$ cat src/rtl/keypad_matrix_scan.sv
// 4x4 active-low keypad scanner with full-frame debounce, key-code decode and octave select.
// Optional build macro KEYPAD_REPEAT_EN adds auto-repeat key_valid pulses while a key is held.
module keypad_matrix_scan #(
    parameter int SCAN_DIV      = 27000,
    parameter int DEBOUNCE      = 20,
    parameter int REPEAT_FRAMES = 50
) (
    input  logic       sys_clk,
    input  logic       sys_rst,
    output logic [3:0] col_out,
    input  logic [3:0] row_in,
    output logic       IsPressed,
    output logic [3:0] keyboard_data,
    output logic       key_valid,
    output logic [1:0] scale
);

    localparam int DIV_W = $clog2(SCAN_DIV);
    localparam int CNT_W = $clog2(DEBOUNCE + 1);
    localparam logic [DIV_W-1:0] DIV_PRE = DIV_W'(SCAN_DIV - 2);
    localparam logic [CNT_W-1:0] DEB_MAX = CNT_W'(DEBOUNCE);
    localparam logic [CNT_W-1:0] DEB_PRE = CNT_W'(DEBOUNCE - 1);

    // SAMPLE is the divider's last cycle; column advance happens in that same cycle.
    typedef enum logic {
        S_DRIVE  = 1'b0,
        S_SAMPLE = 1'b1
    } scan_state_t;

    scan_state_t      scan_state, scan_state_d;
    logic [DIV_W-1:0] div_q, div_d;
    logic [1:0]       col_q, col_d;
    logic             sample_en;

    logic [3:0]       row_meta, row_sync;
    logic [15:0]      snapshot, prev;
    logic [CNT_W-1:0] stable_cnt;
    logic             frame_end_q;

    logic             same, zero, one_hot, accept;
    logic [3:0]       key_idx, code, step_code;
    logic             kv_new, rep_fire, fire;
    logic [1:0]       scale_d;

    function automatic logic [3:0] key_code(input logic [3:0] idx);
        case (idx)
            4'd0:    key_code = 4'h1;
            4'd1:    key_code = 4'h2;
            4'd2:    key_code = 4'h3;
            4'd3:    key_code = 4'hA;
            4'd4:    key_code = 4'h4;
            4'd5:    key_code = 4'h5;
            4'd6:    key_code = 4'h6;
            4'd7:    key_code = 4'hB;
            4'd8:    key_code = 4'h7;
            4'd9:    key_code = 4'h8;
            4'd10:   key_code = 4'h9;
            4'd11:   key_code = 4'hC;
            4'd12:   key_code = 4'hE;
            4'd13:   key_code = 4'h0;
            4'd14:   key_code = 4'hF;
            default: key_code = 4'hD;
        endcase
    endfunction

    always_ff @(posedge sys_clk) begin
        if (sys_rst) begin
            scan_state <= S_DRIVE;
            div_q      <= '0;
            col_q      <= 2'd0;
        end else begin
            scan_state <= scan_state_d;
            div_q      <= div_d;
            col_q      <= col_d;
        end
    end

    always_comb begin
        scan_state_d = scan_state;
        div_d        = div_q;
        col_d        = col_q;
        sample_en    = 1'b0;
        case (scan_state)
            S_DRIVE: begin
                div_d = div_q + DIV_W'(1);
                if (div_q == DIV_PRE) scan_state_d = S_SAMPLE;
            end
            S_SAMPLE: begin
                sample_en    = 1'b1;
                div_d        = '0;
                col_d        = col_q + 2'd1;
                scan_state_d = S_DRIVE;
            end
            default: scan_state_d = S_DRIVE;
        endcase
    end

    assign col_out = ~(4'b0001 << col_q);

    always_ff @(posedge sys_clk) begin
        if (sys_rst) begin
            row_meta <= 4'hF;
            row_sync <= 4'hF;
            snapshot <= '0;
        end else begin
            row_meta <= row_in;
            row_sync <= row_meta;
            if (sample_en) begin
                for (int r = 0; r < 4; r++) snapshot[r*4 + int'(col_q)] <= ~row_sync[r];
            end
        end
    end

    always_comb begin
        key_idx = 4'd0;
        for (int i = 0; i < 16; i++) begin
            if (snapshot[i]) key_idx = 4'(i);
        end
    end

    assign same    = (snapshot == prev);
    assign zero    = (snapshot == '0);
    assign one_hot = !zero && ((snapshot & (snapshot - 16'd1)) == '0);
    assign accept  = frame_end_q && same && (stable_cnt == DEB_PRE);
    assign code    = key_code(key_idx);
    assign kv_new  = accept && one_hot && ((code != keyboard_data) || !IsPressed);

`ifdef KEYPAD_REPEAT_EN
    localparam int REP_W = $clog2(REPEAT_FRAMES + 1);
    localparam logic [REP_W-1:0] REP_PRE = REP_W'(REPEAT_FRAMES - 1);

    logic [REP_W-1:0] rep_cnt;
    logic             rep_clear, rep_tick;

    assign rep_clear = accept && (zero || kv_new);
    assign rep_tick  = frame_end_q && IsPressed && !rep_clear;
    assign rep_fire  = rep_tick && (rep_cnt == REP_PRE);

    always_ff @(posedge sys_clk) begin
        if (sys_rst || rep_clear || rep_fire) rep_cnt <= '0;
        else if (rep_tick)                    rep_cnt <= rep_cnt + REP_W'(1);
    end
`else
    assign rep_fire = (REPEAT_FRAMES < 0);
`endif

    // key_valid is a one-cycle strobe with no ready: consumers must take it in the cycle it is high.
    assign fire      = kv_new || rep_fire;
    assign step_code = kv_new ? code : keyboard_data;

    always_comb begin
        scale_d = scale;
        if (fire) begin
            if (step_code == 4'hA && scale != 2'd0)      scale_d = scale - 2'd1;
            else if (step_code == 4'hB && scale != 2'd2) scale_d = scale + 2'd1;
        end
    end

    always_ff @(posedge sys_clk) begin
        if (sys_rst) begin
            prev          <= '0;
            stable_cnt    <= '0;
            frame_end_q   <= 1'b0;
            IsPressed     <= 1'b0;
            keyboard_data <= 4'd0;
            key_valid     <= 1'b0;
            scale         <= 2'd1;
        end else begin
            frame_end_q <= sample_en && (col_q == 2'd3);
            key_valid   <= fire;
            scale       <= scale_d;
            if (frame_end_q) begin
                if (!same) begin
                    prev       <= snapshot;
                    stable_cnt <= '0;
                end else if (stable_cnt != DEB_MAX) begin
                    stable_cnt <= stable_cnt + CNT_W'(1);
                end
            end
            // Ghost / multi-key patterns leave every output untouched.
            if (accept) begin
                if (zero) begin
                    IsPressed <= 1'b0;
                end else if (one_hot) begin
                    IsPressed     <= 1'b1;
                    keyboard_data <= code;
                end
            end
        end
    end

endmodule

$ cat config.mk
export PLATFORM = sky130hd
export DESIGN_NAME = keypad_matrix_scan
export DESIGN_NICKNAME = d
export VERILOG_FILES = /design/src/rtl/keypad_matrix_scan.sv
export SDC_FILE = /design/constraint.sdc
export NUM_CORES = 1
export LEC_CHECK = 0
export CAP_MARGIN = 40
export CORE_UTILIZATION = 52
export DETAILED_ROUTE_END_ITERATION = 8
export GPL_TIMING_DRIVEN = 0
export HOLD_SLACK_MARGIN = 0.12
export PLACE_DENSITY_LB_ADDON = 0.08
export SYNTH_ARGS = -nofsm -noshare
export SYNTH_HDL_FRONTEND = slang
export SYNTH_SLANG_ARGS = --single-unit
$ cat constraint.sdc
create_clock -name sys_clk -period 3.45 [get_ports sys_clk]
set_input_delay 0.5175 -clock sys_clk [delete_from_list [all_inputs] [get_ports sys_clk]]
set_output_delay 0.5175 -clock sys_clk [all_outputs]
set_load 0.02 [all_outputs]
==> run metrics <==
Clock Skew=0.006592 ns; Starting Density=0.5530; post-synthesis average cell area=8.747 µm²; syn nets=456; delay of the slowest critical-path stage=0.42 ns; First DRT Iteration DRCs=151; final hold vios=0; Place WS=-0.07943 ns; crit path cell chain=buf_6 -> or3_1 -> o221ai_4 -> a21oi_2 -> or2_2 -> ha_1 -> o21ai_1 -> o21ai_2 -> xnor2_1 -> a2111oi_2 -> nand4_2 -> and2_1 -> a211o_1; count of final max-slew check failures=0; # placed instances=552; Die H=87.94 µm; EDFF count, synth=0; DRC Markers=0; Clock Path Buffers=2; clk sink count=72; crit path DAT=3.57 ns; Syn Inst Count=439; DR vias=3134; IO Pins=18; reg2reg start=snapshot[9]; Worst EP required=3.70 ns; Syn-to-layout area delta=15.02%; Setup crit start kind=flop; Final Worst Setup Slack=0.1291 ns; total leakage power=1.663 nW; routability cong.=0.8902; initial antenna violation count=0; Seq/Total Area, Yosys=0.3754; largest net degree at the start of global routing=13; run status=finished clean; CTS H-tree depth=3; Core Util, Final=0.6360; # setup viols final=0; core footprint=6944 µm²; die width=87.94 µm; Num CTS Buffers=9; CTS tree=done; Final TNS setup=0 ns; nets=486; Yosys cell types=64; Skew-Pair Late Insertion Delay=0.35 ns; I/O Buffers=17; Max FO, Critical Path=10; Period minus WS final=3.321 ns; Post-Synth Adder-Cell Area=0.03877; Max-Cap Viols=0; VDD IR-drop max=0.0002814 V; Tcrit/Tclk final=0.9626; Clock Pin Slew Worst Setup and Hold Paths=0.08 ns; Ant. Diodes=0; actual slew at the worst max-slew pin=0.6458 ns; Hold WS=0.4082 ns; synthesized area=3840 µm²; die area=7733 µm²; Rel. slew slack=0.5669; wire length of the first global-routing pass=13600 µm; fmax=301.1 MHz; Crit-path slowest cell=or3_1; Non-Filler Instances=570; Hold WC Path Type=reg -> reg; post-synthesis simple-gate area fraction=0.2437; Power Total=1.638 mW; unrepaired setup endpoints after global routing=false; FP Rows=30; DR vias/cell=5.498; drt pass-1 iters=5; Synth Area in XOR/XNOR=0.09026; fraction of layout cells with a size suffix above 1=0.1435; flops & latches, synth=72; HPWL reported at the end of detailed placement=6242 µm; warnings from Yosys=0; total gr overflow=0; Synth Area in Compound Gates=0.1359; wire length per cell=15.04 µm; CP endpoint kind=flop; CP startpoint=snapshot[9]; HP Start=row_meta[0]; Post-DRT Antenna Nets=0; most common flop cell mapped by yosys=dfxtp_1; Cell Area, Placed=4130 µm²; Power Dens Cells=370.9 nW/µm²; largest family of logic cells by synthesized area=simple AND/OR/NAND/NOR gates; mux cell area share after synthesis=0.04725; drt total wl=8572 µm; root buf cell=clkbuf_8; Final Cell Area=4417 µm²; overall routing resource usage=0.2365; Crit Path Class=reg -> reg; vias in the first global route=2850; asr flop ratio synth=0
-- cell usage after synthesis (4+ instances only) --
master / instances / share of area
o21ai_1: 4 / 0.0052
xnor2_1: 22 / 0.050
nand2b_1: 4 / 0.0065
a21oi_1: 15 / 0.020
or2_2: 12 / 0.020
and2_1: 5 / 0.0081
nor2_1: 85 / 0.083
inv_1: 24 / 0.023
nor3_1: 5 / 0.0065
mux2i_1: 17 / 0.044
ha_1: 11 / 0.036
a211oi_1: 16 / 0.031
and3_1: 4 / 0.0065
nand3_1: 12 / 0.016
nand2_1: 15 / 0.015
dfxtp_1: 72 / 0.38
nand4_1: 7 / 0.011
buf_6: 6 / 0.018
clkbuf_1: 13 / 0.013
buf_2: 7 / 0.0091
xor2_1: 12 / 0.027
o21ai_0: 4 / 0.0052
nor4_1: 4 / 0.0065
-- placed cells by master (no fill, tap or decap), types with 6 or more instances in the layout --
master           instances
clkbuf_1                14
inv_1                   24
xor2_1                  12
clkbuf_8                11
or2_2                   12
nor2_1                  85
nand2_1                 14
buf_6                    6
ha_1                    11
xnor2_1                 22
nand3_1                 12
dfxtp_1                 72
a21oi_1                 14
mux2i_1                 17
a211oi_1                16
nand4_1                  7
clkdlybuf4s50_1         17
buf_2                    6
-- power by group --
group | total, mW | switching, mW | internal [mW]
Sequential | 0.843 | 0.00544 | 0.838
Combinational | 0.0334 | 0.0199 | 0.0135
Clock | 0.761 | 0.313 | 0.448
Total | 1.64 | 0.339 | 1.30
-- registers in the layout (all words and copies together), names as in the netlist --
name	cells
frame_end_q	1
div_q	15
IsPressed	1
col_q	2
row_meta	4
key_valid	1
keyboard_data	4
scale	2
row_sync	4
scan_state	1
stable_cnt	5
snapshot	16
prev	16
-- final timing paths --
path,to,slack (ns),cells past startpoint
setup / recovery,scale[0],0.13,13
hold / removal,row_sync[0],0.41,1
setup reg to reg,scale[0],0.13,13
hold reg to reg,row_sync[0],0.41,1
-- worst max-delay path, delay by kind of cell, from the launching register on --
family                     cells  cell delay (ns)
AOI/OAI and AO/OA              6             1.18
and+or+nand+nor                4             1.15
DFF                            1             0.31
adders and majority gates      1             0.28
xor gates and xnor gates       1             0.17
buffers and inverters          1             0.14
-- cells by family (layout without fill, tap and decap cells) --
kind of cell / count (synthesis) / count (layout)
and+or+nand+nor: 176 / 176
DFF: 72 / 72
AOI/OAI and AO/OA: 70 / 70
buffers and inverters: 54 / 89
xor gates and xnor gates: 37 / 37
muxes: 18 / 18
adders and majority gates: 12 / 12
-- final cells by class --
type / count / area (µm²)
Clock inverter: 4 / 76.32
Tap cell: 96 / 120.1
Sequential cell: 72 / 1441
Timing Repair Buffer: 19 / 185.2
Multi-Input combinational cell: 313 / 2172
Buffer: 30 / 176.4
Clock buffer: 12 / 155.1
Fill cell: 600 / 2527
Inverter: 24 / 90.09
-- routing by layer --
layer	track usage	vias to the layer above	routed length [µm]
met5	0	-	0
met4	0.09985	0	196
met3	0.04618	20	372
met2	0.3601	74	3760
met1	0.3265	1471	4243
li1	-	1569	-
-- timing repair --
item | in CTS | in global routing
gates cloned | 0 | 0
buffers inserted | 1 | 1
pin swaps | 1 | 5
gates resized for setup | 3 | 4
hold buffers | 0 | 0
setup endpoints to repair | 2 | 2
Note: power is estimated with default switching activity, not from simulation.
